<file path="config.mk">
export PLATFORM = sky130hd
export DESIGN_NAME = piso_serializer
export DESIGN_NICKNAME = d
export VERILOG_FILES = /design/src/rtl/usr_pkg.sv /design/src/rtl/ser_bit_counter.sv /design/src/rtl/piso_serializer.sv
export SDC_FILE = /design/constraint.sdc
export NUM_CORES = 1
export LEC_CHECK = 0
export CORE_AREA = 2 2 39 41
export DETAILED_ROUTE_END_ITERATION = 10
export DIE_AREA = 0 0 41 43
export HOLD_SLACK_MARGIN = 0.1
export SYNTH_ARGS = -nofsm -noshare
export SYNTH_HDL_FRONTEND = slang
export SYNTH_SLANG_ARGS = --single-unit
</file>
<file path="constraint.sdc">
create_clock -name clk -period 1.65 [get_ports clk]
set_input_delay 0.165 -clock clk [delete_from_list [all_inputs] [get_ports clk]]
set_output_delay 0.165 -clock clk [all_outputs]
set_load 0.005 [all_outputs]
</file>
<file path="src/rtl/usr_pkg.sv">
// Shared types and sizing helpers for the PISO serializer.
// Parity bit is appended to every frame when PISO_SERIALIZER_PARITY_EN is defined.
package usr_pkg;

    typedef enum logic {
        IDLE  = 1'b0,
        SHIFT = 1'b1
    } piso_state_t;

`ifdef PISO_SERIALIZER_PARITY_EN
    localparam int PARITY_BITS = 1;
`else
    localparam int PARITY_BITS = 0;
`endif

    function automatic int frame_len(input int width);
        return width + PARITY_BITS;
    endfunction

    // One extra count of headroom so the parity frame never wraps the counter.
    function automatic int cnt_width(input int flen);
        return $clog2(flen + 1);
    endfunction

endpackage

</file>
<file path="src/rtl/ser_bit_counter.sv">
// Frame bit counter: clear on load, increment per emitted bit, flag the final bit.
module ser_bit_counter #(
    parameter int CNT_W    = 3,
    parameter int LAST_VAL = 3
) (
    input  logic clk,
    input  logic rst,
    input  logic clr,
    input  logic inc,
    output logic last
);

    logic [CNT_W-1:0] cnt;

    always_ff @(posedge clk) begin
        if (rst || clr) begin
            cnt <= '0;
        end else if (inc) begin
            cnt <= cnt + CNT_W'(1);
        end
    end

    assign last = (cnt == CNT_W'(LAST_VAL));

endmodule

</file>
<file path="src/rtl/piso_serializer.sv">
// Parallel-in/serial-out transmit stage with valid/ready input and bit-valid/last output.
// Build option PISO_SERIALIZER_PARITY_EN appends an even-parity bit to each frame.
module piso_serializer
    import usr_pkg::*;
#(
    parameter int WIDTH     = 4,
    parameter bit MSB_FIRST = 1'b0
) (
    input  logic             clk,
    input  logic             rst,
    input  logic             in_valid,
    output logic             in_ready,
    input  logic [WIDTH-1:0] in_data,
    output logic             ser_out,
    output logic             ser_valid,
    output logic             ser_last,
    output logic             busy
);

    localparam int FRAME_LEN = frame_len(WIDTH);
    localparam int CNT_W     = cnt_width(FRAME_LEN);

    piso_state_t          state, state_nxt;
    logic [FRAME_LEN-1:0] shreg;
    logic                 term;
    logic                 accept;
    logic                 cnt_clr;
    logic                 cnt_inc;
    logic                 out_bit;

    // Lay the word out so the first bit to emit sits at the output end.
    function automatic logic [FRAME_LEN-1:0] build_frame(input logic [WIDTH-1:0] word);
`ifdef PISO_SERIALIZER_PARITY_EN
        if (MSB_FIRST) begin
            return {word, ^word};
        end
        return {^word, word};
`else
        return word;
`endif
    endfunction

    assign busy     = (state == SHIFT);
    assign in_ready = (state == IDLE) || term;
    assign accept   = in_valid && in_ready;

    always_comb begin
        state_nxt = state;
        cnt_clr   = 1'b0;
        cnt_inc   = 1'b0;
        case (state)
            IDLE: begin
                if (accept) begin
                    state_nxt = SHIFT;
                    cnt_clr   = 1'b1;
                end
            end
            SHIFT: begin
                if (term) begin
                    cnt_clr = 1'b1;
                    if (!accept) begin
                        state_nxt = IDLE;
                    end
                end else begin
                    cnt_inc = 1'b1;
                end
            end
            default: state_nxt = IDLE;
        endcase
    end

    always_ff @(posedge clk) begin
        if (rst) begin
            state <= IDLE;
        end else begin
            state <= state_nxt;
        end
    end

    always_ff @(posedge clk) begin
        if (rst) begin
            shreg <= '0;
        end else if (accept) begin
            shreg <= build_frame(in_data);
        end else if (state == SHIFT) begin
            if (MSB_FIRST) begin
                shreg <= {shreg[FRAME_LEN-2:0], 1'b0};
            end else begin
                shreg <= {1'b0, shreg[FRAME_LEN-1:1]};
            end
        end
    end

    ser_bit_counter #(
        .CNT_W    (CNT_W),
        .LAST_VAL (FRAME_LEN - 1)
    ) u_cnt (
        .clk  (clk),
        .rst  (rst),
        .clr  (cnt_clr),
        .inc  (cnt_inc),
        .last (term)
    );

    assign out_bit   = MSB_FIRST ? shreg[FRAME_LEN-1] : shreg[0];
    assign ser_out   = busy & out_bit;
    assign ser_valid = busy;
    assign ser_last  = busy & term;

endmodule

</file>
==> qor.txt, run 1 <==
Share of layout cells above drive strength 1: 23.64%
Pleak: 0.2101 nW
Die area: 1763 um^2
Initial core utilization: 27.58%
Period Utilization, post-route: 90.50%
Die width: 41 um
Hold Vio Cnt, Final: 0
GR Util met3: 9.424%
Cell chain of the critical path: ha_4 -> ha_4 -> nor2b_4 -> inv_1 -> dlygate4sd2_1
Slowest-stage cell, CP: dfxtp_2
Place WS: 0.08511 ns
RSZ-0062 raised after global routing: false
# diodes: 0
Number of detailed-route iterations in the first pass: 2
Via density: 4.676
Syn nets: 51
Avg WL per Cell: 10.45 um
Combinational power share: 16.8%
Largest net degree at the start of global routing: 11
Design Area, Final: 553.0 um^2
Most frequent cells in the layout: 9 x clkdlybuf4s50_1, 6 x nor3_1, 5 x nor2_1, 5 x dfxtp_1, 4 x inv_1
Status: completed
Grt total ovfl: 0
Startpoint Class: register
Count of cell types in the netlist: 17
Latest clock arrival within the worst-skew pair: 0.25 ns
Boundary pin count: 12
Sw power: 106.3 uW
Global routing usage on met1: 14.84%
WP buf/inv: 2
Fin Hold WS: 0.4849 ns
I/O Buffers: 11
Die extent in y: 43 um
Max Clk Rate: 669.7 MHz
Final WL: 742 um
GRT Total Usage: 11.86%
Worst EP required: 1.48 ns
Final setup skew: 0.004027 ns
Internal power: 334.7 uW
Crit path DAT: 1.33 ns
Largest fanout on the critical path: 5
Clock sink total: 8
HPWL Detailed: 545.1 um
Least-Margin Pin Slew: 0.3052 ns
Final Critical Period: 1.493 ns
Post-CTS Setup Inserts: 0
Final net count: 66
Most numerous cell on the critical path: ha_4
Post-Syn Instances: 42
Num CTS Buffers: 3
Core area: 1384 um^2
DR DRC count: 0
Clock power share: 33.9%
VDD IR max: 0.0003683 V
PnR worst setup slack: 0.1568 ns
CTS tree: yes
Antenna violation net count after detailed routing: 0
Hold WC Path Type: register to register
Slew headroom: 79.59%
CP endpoint kind: output pin
Final setup vio count: 0
CTS max path bufs: 2
Register share of total power: 49.2%
H-tree Lvls: 1
Ys Warns: 0
Final Slew Violations: 0
Setup TNS: 0 ns
Initial antenna violation count: 0
First-pass GRT wire length: 1.331 mm
Syn avg cell area: 9.086 um^2
Post-Syn Area: 381.6 um^2
Area Overhead vs Synth: 44.92%
Clk pin slew, worst setup/hold paths: 0.05 ns
Register area share after synthesis: 41.97%
Post-synth top area cell: dfxtp_1
Largest delay share family, worst path: flip-flops
Top-area cell type share of the netlist area: 41.97%
Vias in the first global route: 316
Grt met2 use: 15.00%
Sw frac: 24.11%
Vias post-DR: 332
Clock Tree Root: clkbuf_4
Post-synthesis register bit count: 8
Commonest non-fill, non-tap cell in the layout: clkdlybuf4s50_1
Worst path max stage delay: 0.33 ns
GR peak layer: met2
Routability cong.: 0.6855
Worst Setup Path Type: register to output pin
Cell Pwr Density: 797.6 nW/um^2
Placed Area: 504.2 um^2
Top cells by area, synth: dfxtp_1 42%, nor3_1 7.9%, ha_1 6.6%
Row count: 14
Maxcap violations: 0
Drt first-iter violations: 7
worst register-to-register path: cells and delay by family, from the launching register on:
| family | cells | cell delay (ns) |
|---|---|---|
| compound gates | 1 | 0.19 |
| fa+ha+maj | 2 | 0.33 |
| buf+inv | 2 | 0.18 |
| flops | 1 | 0.33 |
| simple gates | 2 | 0.16 |
sequential cells by signal, indices dropped and copies added (netlist names):
signal     flops
shreg          4
busy           1
u_cnt.cnt      3
final cells by class:
cell class                      count  area (um^2)
Timing Repair Buffer               13        122.6
Fill cell                         147        830.8
Tap cell                           16        20.02
Sequential cell                     8        163.9
Clock buffer                        3        22.52
Inverter                            4        15.01
Multi-Input combinational cell     27        209.0
repair_timing:
| item | 4_1_cts | 5_1_grt |
|---|---|---|
| pin swaps | 2 | 0 |
| gates cloned | 0 | 0 |
| gates resized for setup | 8 | 1 |
| endpoints found under the setup margin | 2 | 1 |
| hold buffers | 0 | 0 |
metal layers:
layer	wire length [um]	part of all wire, %	up-vias
met5	0	0	-
met4	0	0	0
met3	78	11	0
met2	326	44	12
met1	338	46	144
li1	-	-	176
synthesized netlist by cell type:
cell,n
inv_1,4
nor2_1,5
buf_6,1
a211oi_1,3
a32oi_1,1
a2bb2oi_1,1
nor2b_4,1
nor3_1,6
mux2i_1,1
nor4_1,3
and2_2,2
buf_4,1
ha_1,2
a22oi_1,1
a21oi_1,1
dfxtp_1,8
buf_1,1
stage by stage:
step                      utilization [%]  std cells  power (mW)
after floorplan                         -         42      0.2589
after global placement              36.44         68      0.2937
after detailed placement            36.44         68      0.2936
after CTS                           39.87         71      0.4479
after global routing                39.96         71      0.4737
final                               39.96         71      0.4411
power groups by stage:
| stage | Sequential [mW] | Clock (mW) | Combinational, mW |
|---|---|---|---|
| CTS | 0.217 | 0.156 | 0.0750 |
| global placement | 0.219 | 0 | 0.0745 |
| finish | 0.217 | 0.150 | 0.0743 |
| floorplan | 0.217 | 0 | 0.0417 |
| detailed placement | 0.219 | 0 | 0.0745 |
| global route | 0.218 | 0.171 | 0.0845 |
final timing paths:
check | from | slack (ns) | end | depth (start not counted)
min reg2reg | u_cnt.cnt[2] | 0.48 | u_cnt.cnt[2] | 2
max | u_cnt.cnt[0] | 0.16 | in_ready | 5
max reg2reg | u_cnt.cnt[0] | 0.34 | shreg[3] | 7
min | u_cnt.cnt[2] | 0.48 | u_cnt.cnt[2] | 2
kinds of logic (layout without fill, tap and decap cells):
logic type | count (synthesis) | count (layout) | synth area share, %
multiplexers | 1 | 1 | 2.623
buffers and inverters | 7 | 20 | 9.834
AO/OA/AOI/OAI | 7 | 7 | 13.77
flip-flops | 8 | 8 | 41.97
adder cells (fa/ha/maj) | 2 | 2 | 6.556
AND/OR/NAND/NOR | 17 | 17 | 25.25
Note: power is estimated with default switching activity, not from simulation.
==> run 2: changes to the inputs <==
- DONT_BUFFER_PORTS: unset -> 1
==> qor.txt, run 2 (synthesis results as in run 1) <==
Final setup vio count: 0 (unchanged)
Setup TNS: 0 ns (unchanged)
Pleak: 0.1714 nW (-18%)
Clk pin slew, worst setup/hold paths: 0.05 ns (about the same)
Final setup skew: 0.004294 ns (+0.0002664 ns)
Largest delay share family, worst path: adder cells
Initial core utilization: 27.58% (unchanged)
Sw power: 99.26 uW (-6.7%)
PnR worst setup slack: 0.1607 ns (+0.003864 ns)
Routability cong.: 0.6558 (-4.3%)
Drt first-iter violations: 3 (-4)
Placed Area: 386.6 um^2 (-23%)
Final net count: 57 (-14%)
Cell chain of the critical path: ha_1 -> ha_1 -> nor2b_4 -> inv_1
GRT Total Usage: 11.37% (-0.49 points)
Clock power share: 35.8% (+1.9 points)
Internal power: 314.1 uW (-6.2%)
Final Slew Violations: 0 (unchanged)
Largest net degree at the start of global routing: 10 (-1)
Area Overhead vs Synth: 15.08%
VDD IR max: 0.0002512 V (-32%)
Vias post-DR: 314 (-5.4%)
Maxcap violations: 0 (unchanged)
Status: completed
Worst EP required: 1.48 ns (about the same)
# fillers: 145 (-1.4%)
Row count: 14 (unchanged)
First-pass GRT wire length: 1.255 mm (-5.7%)
Crit path from: u_cnt.cnt[0]
Design Area, Final: 439.2 um^2 (-21%)
Core area: 1384 um^2 (unchanged)
# diodes: 0 (unchanged)
Most frequent cells in the layout: 8 x dfxtp_1, 6 x nor3_1, 5 x nor2_1
Slew headroom: 79.85% (+0.26 points)
Final WL: 811 um (+9.3%)
Max Clk Rate: 671.4 MHz (+0.26%)
Worst path max stage delay: 0.32 ns (about the same)
Combinational power share: 12.8% (-4.0 points)
Largest Register: shreg
Number of detailed-route iterations in the first pass: 3 (+1)
Place WS: 0.1959 ns (+0.1108 ns)
Clock Tree Root: clkbuf_4
Die extent in y: 43 um (unchanged)
Hold WC Path Type: input port to register
WP buf/inv: 1 (-1)
Crit path DAT: 1.32 ns (about the same)
CP endpoint kind: output pin
Sw frac: 24.02% (-0.095 points)
Largest register FFs: 4 (unchanged)
Die area: 1763 um^2 (unchanged)
Least-Margin Pin Slew: 0.3012 ns (-0.003908 ns)
Boundary pin count: 12 (unchanged)
Initial antenna violation count: 0 (unchanged)
Commonest non-fill, non-tap cell in the layout: dfxtp_1
RR Startpoint: u_cnt.cnt[0]
I/O Buffers: 0 (-11)
Via density: 5.065 (+8.3%)
Num CTS Buffers: 3 (unchanged)
Clock sink total: 8 (unchanged)
Largest fanout on the critical path: 6 (+1)
H-tree Lvls: 1 (unchanged)
Grt total ovfl: 0 (unchanged)
Latest clock arrival within the worst-skew pair: 0.25 ns (about the same)
Startpoint Class: register
Cts repair resizes: 0 (-8)
HPWL Detailed: 590.3 um (+8.3%)
DR DRC count: 0 (unchanged)
Avg WL per Cell: 13.08 um (+25%)
Fin Hold WS: 0.1235 ns (-0.3614 ns)
Worst Setup Path Type: register to output pin
RSZ-0062 raised after global routing: false
Vias in the first global route: 300 (-5.1%)
Most numerous cell on the critical path: ha_1
CTS tree: yes
Period Utilization, post-route: 90.26% (-0.23 points)
Hold Vio Cnt, Final: 0 (unchanged)
Slowest-stage cell, CP: dfxtp_1
Cell Pwr Density: 941.1 nW/um^2 (+18%)
CTS max path bufs: 2 (unchanged)
Die width: 41 um (unchanged)
HP Start: in_valid
Antenna violation net count after detailed routing: 0 (unchanged)
Register share of total power: 51.4% (+2.2 points)
Share of layout cells above drive strength 1: 15.22% (-8.4 points)
Final Critical Period: 1.489 ns (-0.003864 ns)
[run 2: changes by cell type in the layout (fill, tap and decap cells not counted), sizes merged]
cell | previous run | this run
buf | 2 | 1
clkdlybuf4s50 | 9 | 0
dlygate4sd2 | 2 | 0
dlygate4sd3 | 0 | 3
[run 2: cell type report]
cell class / count / area (um^2) / area share [%]
multi-input combinational: 27 / 183.9 / 41.88
sequential: 8 / 160.2 / 36.47
timing repair buffer: 4 / 37.54 / 8.547
clock buffer: 3 / 22.52 / 5.128
tap: 16 / 20.02 / 4.558
inverter: 4 / 15.01 / 3.419
[run 2: worst register-to-register path, cell delays in order, from the launching register on]
cell	delay, ns
dfxtp_1	0.32
ha_1	0.20
ha_1	0.25
nor2b_4	0.19
inv_1	0.12
a32oi_1	0.21
nor2_1	0.05
[run 2: per-layer routing]
layer  track usage, %  vias up  share of wire (%)
met4            10.00        0                  0
met5                0        -                  0
met2            15.94       10                 48
met1            12.30      143                 43
li1                 -      161                  -
met3            4.712        0                8.6
[run 2: worst paths after layout]
check	to	slack, ns	cells after the start
worst max-delay path	in_ready	0.16	4
worst min-delay path	busy	0.12	2
worst max register to register	shreg[3]	0.19	6
worst min register to register	u_cnt.cnt[2]	0.50	2
[run 2: power by group through the flow]
stage | Combinational [mW] | Clock [mW] | Sequential (mW)
final | 0.0529 | 0.148 | 0.212
after CTS | 0.0538 | 0.159 | 0.212
after floorplan | 0.0417 | 0 | 0.217
after global routing | 0.0603 | 0.174 | 0.213
after detailed placement | 0.0450 | 0 | 0.216
after global placement | 0.0441 | 0 | 0.216
[run 2: what timing repair did]
item | in CTS | in global routing
hold endpoints to repair | 8 | 0
hold buffers | 3 | 0
setup buffers | 0 | 0
[run 2: stage by stage]
step                      util [%]  cells  power (mW)
final                        31.74     62      0.4133
after global routing         31.74     62      0.4471
after CTS                    31.74     62      0.4244
after detailed placement     27.94     56      0.2613
after global placement       27.94     56      0.2603
after floorplan                  -     42      0.2589
==> run 3: changes to the inputs <==
- clock period: 1.65 -> 1.4 ns (I/O delays scaled with it)
==> qor.txt, run 3 (synthesis results as in run 1) <==
Status: completed
# diodes: 0 (unchanged)
CTS max path bufs: 2 (unchanged)
Antenna violation net count after detailed routing: 0 (unchanged)
Period Utilization, post-route: 95.76%
Largest register FFs: 4 (unchanged)
Cell Pwr Density: 983.1 nW/um^2 (+4.5%)
Hold endpoint: shreg[0]
Largest fanout on the critical path: 4 (-2)
Pleak: 0.2071 nW (+21%)
Maxcap violations: 0 (unchanged)
Via density: 4.957 (-2.1%)
Largest net degree at the start of global routing: 9 (-1)
Area Overhead vs Synth: 38.03%
Initial antenna violation count: 0 (unchanged)
Crit path DAT: 1.20 ns (-0.12 ns)
I/O Buffers: 0 (unchanged)
Max Clk Rate: 745.9 MHz
Number of detailed-route iterations in the first pass: 2 (-1)
HPWL Detailed: 563.2 um (-4.6%)
Die area: 1763 um^2 (unchanged)
Final setup vio count: 0 (unchanged)
Worst EP required: 1.26 ns (-0.22 ns)
Latest clock arrival within the worst-skew pair: 0.26 ns (about the same)
Startpoint Class: register
Routability cong.: 0.6710 (+2.3%)
Final Slew Violations: 0 (unchanged)
Core area: 1384 um^2 (unchanged)
Clk pin slew, worst setup/hold paths: 0.06 ns (about the same)
CTS tree: yes
Die extent in y: 43 um (unchanged)
Clock sink total: 8 (unchanged)
RSZ-0062 raised after global routing: false
Largest Register: shreg
Final setup skew: 0.006462 ns (+0.002169 ns)
Slew headroom: 79.48% (-0.37 points)
Clock Tree Root: clkbuf_4
Hold Path Cell Cnt: 2 (unchanged)
HP Start: in_valid
Final WL: 850 um (+4.8%)
Vias post-DR: 342 (+8.9%)
VDD IR max: 0.0003647 V (+45%)
Slowest-stage cell, CP: dfxtp_4
Worst Setup Path Type: register to output pin
Hold Vio Cnt, Final: 0 (unchanged)
Vias in the first global route: 349 (+16%)
Cell chain of the critical path: ha_4 -> ha_4 -> nor2b_4 -> inv_2 -> buf_6
Most frequent cells in the layout: 7 x buf_4, 6 x nor3_1, 6 x dfxtp_1
R2R setup slack: 0.09 ns (-0.10 ns)
Final net count: 64 (+12%)
Commonest non-fill, non-tap cell in the layout: buf_4
RR Startpoint: u_cnt.cnt[0]
Drt first-iter violations: 2 (-1)
Worst-case reg-to-reg path depth: 6 (unchanged)
Least-Margin Pin Slew: 0.3068 ns (+0.005547 ns)
H-tree Lvls: 1 (unchanged)
Worst reg2reg endpoint: shreg[1]
Setup TNS: 0 ns (unchanged)
GRT Total Usage: 11.95% (+0.58 points)
Die width: 41 um (unchanged)
Place WS: 0.03197 ns (-0.1639 ns)
Most numerous cell on the critical path: ha_4
Avg WL per Cell: 12.32 um (-5.8%)
Row count: 14 (unchanged)
Boundary pin count: 12 (unchanged)
Final Critical Period: 1.341 ns
DR DRC count: 0 (unchanged)
Num CTS Buffers: 3 (unchanged)
Hold WC Path Type: input port to register
Share of layout cells above drive strength 1: 35.85% (+21 points)
Worst path max stage delay: 0.34 ns (+0.02 ns)
Grt total ovfl: 0 (unchanged)
First-pass GRT wire length: 1.338 mm (+6.6%)
CP endpoint kind: output pin
PnR worst setup slack: 0.05936 ns (-0.1013 ns)
Initial core utilization: 27.58% (unchanged)
-- run 3: changes by cell type in the layout (fill, tap and decap cells not counted), moves of 2 or more --
cell     previous run  this run
ha_1                2         0
dfxtp_1             8         6
buf_4               1         7
ha_4                0         2
-- run 3: how the worst max path moves through the flow --
| stage | startpoint | end | depth (start not counted) |
|---|---|---|---|
| final | u_cnt.cnt[0] | in_ready | 5 |
| after global routing | u_cnt.cnt[0] | in_ready | 5 |
| after CTS | u_cnt.cnt[0] | ser_last | 4 |
| after detailed placement | u_cnt.cnt[0] | shreg[3] | 6 |
| after global placement | u_cnt.cnt[0] | shreg[3] | 6 |
| after floorplan | u_cnt.cnt[0] | shreg[3] | 6 |
-- run 3: critical path: cells and delay by family, from the launching register on --
family	cells	cell delay, ns
buffers and inverters	2	0.17
DFF	1	0.34
and+or+nand+nor	1	0.11
adders and majority gates	2	0.32
-- run 3: layer usage --
layer | global-route usage [%] | vias up | routed length [um] | part of all wire [%]
met5 | 0 | - | 0 | 0
met4 | 8.000 | 0 | 10 | 1.2
met3 | 7.853 | 2 | 75 | 8.8
met2 | 17.50 | 13 | 415 | 49
met1 | 11.58 | 154 | 350 | 41
li1 | - | 173 | - | -
-- run 3: power by group --
part	leakage (nW)	switching, mW	internal [mW]
Combinational	0.126	0.0371	0.0467
Sequential	0.0671	0.00871	0.242
Clock	0.0138	0.0848	0.0985
Total	0.207	0.131	0.387
-- run 3: timing repair --
item | CTS | global route
pin swaps | 1 | 2
buffers inserted | 1 | 3
hold buffers | 3 | 0
endpoints found under the hold margin | 8 | 0
gates resized for setup | 5 | 5
endpoints found under the setup margin | 2 | 4
-- run 3: final cells by class --
cell class                      count  area, um^2
Clock buffer                        3       22.52
Tap cell                           16       20.02
Sequential cell                     8       165.2
Multi-Input combinational cell     27       210.2
Inverter                            4       15.01
Fill cell                         154       857.1
Timing Repair Buffer               11       93.84
-- run 3: through the flow --
step / std cells / total power [mW] / hold slack (ns) / area [um^2] / utilization [%]
finish: 69 / 0.5179 / 0.1099 / 526.8 / 38.07
floorplan: 42 / 0.3051 / 0.3123 / 381.6 / -
global placement: 59 / 0.3123 / 0.2116 / 409.1 / 29.57
CTS: 66 / 0.5138 / 0.1248 / 485.5 / 35.08
global route: 69 / 0.5453 / 0.1384 / 526.8 / 38.07
detailed placement: 59 / 0.3133 / 0.2129 / 409.1 / 29.57
